==> config.mk <==
export PLATFORM = sky130hd
export DESIGN_NAME = fluid_in_queue
export DESIGN_NICKNAME = d
export VERILOG_FILES = /design/src/rtl/fluid_in_queue.sv
export SDC_FILE = /design/constraint.sdc
export NUM_CORES = 1
export LEC_CHECK = 0
export ABC_AREA = 1
export CAP_MARGIN = 25
export CORE_MARGIN = 1
export CORE_UTILIZATION = 40
export CTS_BUF_LIST = sky130_fd_sc_hd__clkbuf_4
export DETAILED_ROUTE_END_ITERATION = 8
export PLACE_DENSITY_LB_ADDON = 0.2
export SLEW_MARGIN = 10
export SYNTH_ARGS = -nofsm -noshare
export SYNTH_HDL_FRONTEND = slang
export SYNTH_SLANG_ARGS = --single-unit
export TNS_END_PERCENT = 20
==> constraint.sdc <==
create_clock -name clk -period 3.1 [get_ports clk]
set_input_delay 0.465 -clock clk [delete_from_list [all_inputs] [get_ports clk]]
set_output_delay 0.465 -clock clk [all_outputs]
set_load 0.005 [all_outputs]
==> src/rtl/fluid_in_queue.sv <==
// fluid_in_queue: circular-buffer FIFO between an upstream producer and the
// downstream fluid pipeline. Both channels use valid/stop handshakes. A token
// moves on a channel in any cycle where valid=1 and stop=0 at posedge clk.
//
// Optional feature: define FLUID_QUEUE_BYPASS_EN to compile a zero-latency
// bypass. An empty queue then presents an incoming token on the output in
// the same cycle. The default build has no bypass, so the outputs come from
// registered state only.
//
// Ports:
//   clk        sole clock; all state updates on posedge
//   rst_n      synchronous active-low reset
//   in_valid   upstream offers in_data
//   in_data    upstream payload {in3,in2,in1}
//   in_stop    upstream must hold; registered (queue full)
//   out_valid  out_data holds a valid token
//   out_data   head-of-queue payload; holds the last value while empty
//   out_stop   downstream cannot accept this cycle
//   count      entries currently stored
module fluid_in_queue #(
  parameter int WIDTH = 3,
  parameter int DEPTH = 4
) (
  input  logic                     clk,
  input  logic                     rst_n,
  input  logic                     in_valid,
  input  logic [WIDTH-1:0]         in_data,
  output logic                     in_stop,
  output logic                     out_valid,
  output logic [WIDTH-1:0]         out_data,
  input  logic                     out_stop,
  output logic [$clog2(DEPTH):0]   count
);
  localparam int AW = $clog2(DEPTH);
  localparam int CW = AW + 1;

  logic [WIDTH-1:0] mem [DEPTH];
  logic [AW-1:0]    wr_ptr, rd_ptr;
  logic [CW-1:0]    cnt;
  logic [WIDTH-1:0] hold;
  logic             full, empty;
  logic             bypass, byp_thru;
  logic             push, pop, wr_en, rd_en;

  assign full  = (cnt == CW'(DEPTH));
  assign empty = (cnt == '0);

  // in_stop depends only on the registered count, never on out_stop.
  assign in_stop = full;
  assign count   = cnt;

`ifdef FLUID_QUEUE_BYPASS_EN
  // Gated by rst_n so that the outputs stay quiet while reset is asserted.
  assign bypass = empty & in_valid & rst_n;
`else
  assign bypass = 1'b0;
`endif

  always_comb begin
    out_valid = ~empty | bypass;
    if (bypass)      out_data = in_data;
    else if (empty)  out_data = hold;
    else             out_data = mem[rd_ptr];
  end

  assign push     = rst_n & in_valid & ~full;
  assign pop      = rst_n & out_valid & ~out_stop;
  // A bypassed token that leaves at once is never written. A stalled one is
  // written normally, so the queue then holds it (count becomes 1).
  assign byp_thru = bypass & ~out_stop;
  assign wr_en    = push & ~byp_thru;
  assign rd_en    = pop & ~bypass;

  always_ff @(posedge clk) begin
    if (wr_en) mem[wr_ptr] <= in_data;
  end

  // The pointers are AW bits wide over a power-of-two depth, so they wrap
  // from DEPTH-1 to 0 without extra logic.
  always_ff @(posedge clk) begin
    if (!rst_n) begin
      wr_ptr <= '0;
      rd_ptr <= '0;
      cnt    <= '0;
      hold   <= '0;
    end else begin
      if (wr_en) wr_ptr <= wr_ptr + 1'b1;
      if (rd_en) rd_ptr <= rd_ptr + 1'b1;
      cnt <= cnt + CW'(wr_en) - CW'(rd_en);
      // Keep the token that just left, so out_data holds it once empty.
      if (pop) hold <= out_data;
    end
  end
endmodule

==> flow_summary.ini <==
[outcome]
outcome = complete, but fails checks
violations = DRC

[finish]
finalNonFillerCells = 177
syn2layout_area_growth_pct = 18.4
multi_input_area_um2 = 467
diodes = 0
fin_nets = 161
n_fill_cell = 272
layout-drive-gt1-share = 0.110
seqCellArea_um2 = 601

[logic_synthesis]
synth_top_area_share = 0.301
syn_inst = 129
syn_area_um2 = 1200
ys_seq_area_frac = 0.502
synth_warnings = 0
ys_types = 22
syn-num-nets = 143
synth_area_leaders = edfxtp_1 (30%), dfxtp_1 (20%), inv_1 (9.1%), nand2_1 (7.2%), ha_1 (6.3%)
synth_area_leader_cell = edfxtp_1
yosys_register_bits = 24
postSynthAreaPerCell_um2 = 9.28

[sta]
fmax_ghz = 0.417
setup_tns_ns = 0
slew_headroom = 0.734
final.min_clock_period_ns = 2.40
clock_skew_ns = 0.00478
slew_violations = 0
tightestPinTransition_ns = 0.397
setup_viol = 0
hold_viol = 0
fin_crit_sh = 0.774
grt_setup_unrepaired = false

[critical_path]
rr_startpoint = count[1]$_SDFF_PN0_
path_max_fanout = 10
path_class = in -> reg
startpoint = rst_n
timing.rr.end = count[2]$_SDFF_PN0_
r2r.worst_path.cells = 10
regToRegSetupSlack_ns = 1.05
endpoint = count[2]$_SDFF_PN0_
cp.required_ns = 3.32
endpoint_kind = register
cp_data_arrival_time_ns = 2.62
startpoint_type = primary input

[pwr]
p_per_area_nw_per_um2 = 708
leakage_nw = 0.676
ir_drop_mv = 0.345

[grt]
antenna_found_initial = 0
grt_overflow = 0
grt_pass1_vias = 784
grt_start_max_net_pins = 15
grt_use_total = 0.131
grt_pass1_wl_mm = 3.19

[placement]
placed_cells = 173
hpwl_mm = 1.50
port-buffer-count = 14
gp_congestion = 0.801

[drt]
via_count = 832
wl_met3_um = 40
maxUsedRoutingLayer = met4
drc_errors = 2
wl_per_cell_um = 10.6
wl_met2_um = 924
vias_per_cell = 4.70
drt_iter0_markers = 21
wl_mm = 1.88
wl_met1_um = 888
ant_nets = 0
dr.pass1.iters = 8

[clock_network]
clk_path_buf_depth = 2
cts_sinks = 24
clk_pin_slew_worst_paths_ns = 0.13
htree_levels = 1
cts_tree = yes
numCtsBuffers = 3
cts-root-buf = clkbuf_4
cts_resized = 0
clkLatencyLatePin_ns = 0.31
cts_setup_buffers = 0
cts_hold_buf = 0

[floorplanning]
pin_count = 15
design.die.area_um2 = 3220
rows = 19
initial_core_util = 0.427
dieHeight_um = 56.7
core_um2 = 2810
die_w_um = 56.7

[run]
max-cap-violations = 0

[hold_path]
hold_path.class = reg -> reg
==> report_power, final <==
group / total [mW] / switching [mW] / internal, mW
registers: 0.403 / 0.0337 / 0.369
clock network: 0.219 / 0.0887 / 0.131
logic: 0.381 / 0.186 / 0.195
total: 1.00 / 0.308 / 0.695
==> sequential cells by signal (all words and copies together) (netlist names), named ones only <==
name / flops
rd_ptr: 2
hold: 3
wr_ptr: 2
count: 3
mem: 12
==> worst min path at each step <==
stage | from | to | slack [ns] | cells past startpoint
6_report | hold[0]$_SDFFE_PN0P_ | hold[0]$_SDFFE_PN0P_ | 0.48 | 2
5_1_grt | hold[0]$_SDFFE_PN0P_ | hold[0]$_SDFFE_PN0P_ | 0.51 | 2
4_1_cts | hold[0]$_SDFFE_PN0P_ | hold[0]$_SDFFE_PN0P_ | 0.48 | 2
3_5_place_dp | hold[0]$_SDFFE_PN0P_ | hold[0]$_SDFFE_PN0P_ | 0.46 | 2
3_3_place_gp | hold[2]$_SDFFE_PN0P_ | hold[2]$_SDFFE_PN0P_ | 0.48 | 2
2_1_floorplan | hold[0]$_SDFFE_PN0P_ | hold[0]$_SDFFE_PN0P_ | 0.44 | 2
==> cells in the mapped netlist <==
master	count
inv_1	29
nand2_1	23
dfxtp_1	12
edfxtp_1	12
nand3_1	10
nor2_1	10
ha_1	6
nand2_2	3
nand2_4	3
nand3b_1	3
nand4_1	3
o21a_1	3
xor2_1	3
a21oi_2	1
buf_6	1
fa_1	1
inv_2	1
inv_4	1
nand3_2	1
nor2_4	1
nor2_8	1
o21ai_0	1
==> cell families (layout without fill, tap and decap cells) <==
group / after synthesis / count (layout) / share of synthesized area
AND/OR/NAND/NOR: 58 / 58 / 0.258
adder cells (fa/ha/maj): 7 / 7 / 0.0794
AO/OA/AOI/OAI: 5 / 5 / 0.0303
XOR/XNOR: 3 / 3 / 0.0219
flip-flops: 24 / 24 / 0.502
buffers and inverters: 32 / 49 / 0.109
==> routing by layer <==
| metal | global-route usage | vias up |
|---|---|---|
| li1 | - | 432 |
| met4 | 0.0821 | 0 |
| met2 | 0.226 | 8 |
| met3 | 0.0207 | 4 |
| met1 | 0.151 | 388 |
| met5 | 0 | - |
==> layout make-up <==
class	instances	area share
Sequential cell	24	0.424
Multi-Input combinational cell	73	0.329
Timing Repair Buffer	14	0.0989
Inverter	31	0.0838
Tap cell	31	0.0274
Clock inverter	1	0.0212
Clock buffer	3	0.0159
==> placed cells by master, fill, tap and decap left out, types with 3 or more instances in the layout <==
master | synthesis | layout
o21a_1 | 3 | 3
edfxtp_1 | 12 | 12
nand2_1 | 23 | 23
nand3_1 | 10 | 10
nand2_4 | 3 | 3
inv_1 | 29 | 29
clkbuf_4 | 0 | 3
nand3b_1 | 3 | 3
nand2_2 | 3 | 3
nand4_1 | 3 | 3
ha_1 | 6 | 6
xor2_1 | 3 | 3
dfxtp_1 | 12 | 12
nor2_1 | 10 | 10
clkdlybuf4s50_1 | 0 | 14
==> per-stage QoR <==
stage | setup slack [ns] | util | hold WS [ns] | instance area, um^2 | power [mW]
final | 0.701 | 0.505 | 0.478 | 1420 | 1.00
after global routing | 0.602 | 0.505 | 0.513 | 1420 | 1.07
after CTS | 0.688 | 0.505 | 0.477 | 1420 | 1.01
after detailed placement | 0.362 | 0.487 | 0.457 | 1370 | 0.790
after global placement | 0.416 | 0.487 | 0.476 | 1370 | 0.783
after floorplan | 1.09 | - | 0.442 | 1200 | 0.630
==> critical path, stage by stage <==
cell and delay (ns):
clkdlybuf4s50_1 0.61, inv_2 0.22, nor2_8 0.05, nand2_4 0.10
inv_4 0.05, ha_1 0.27, inv_1 0.04, ha_1 0.19
fa_1 0.38, xor2_1 0.18, nor2_1 0.05
(Power assumes the default switching activity.)
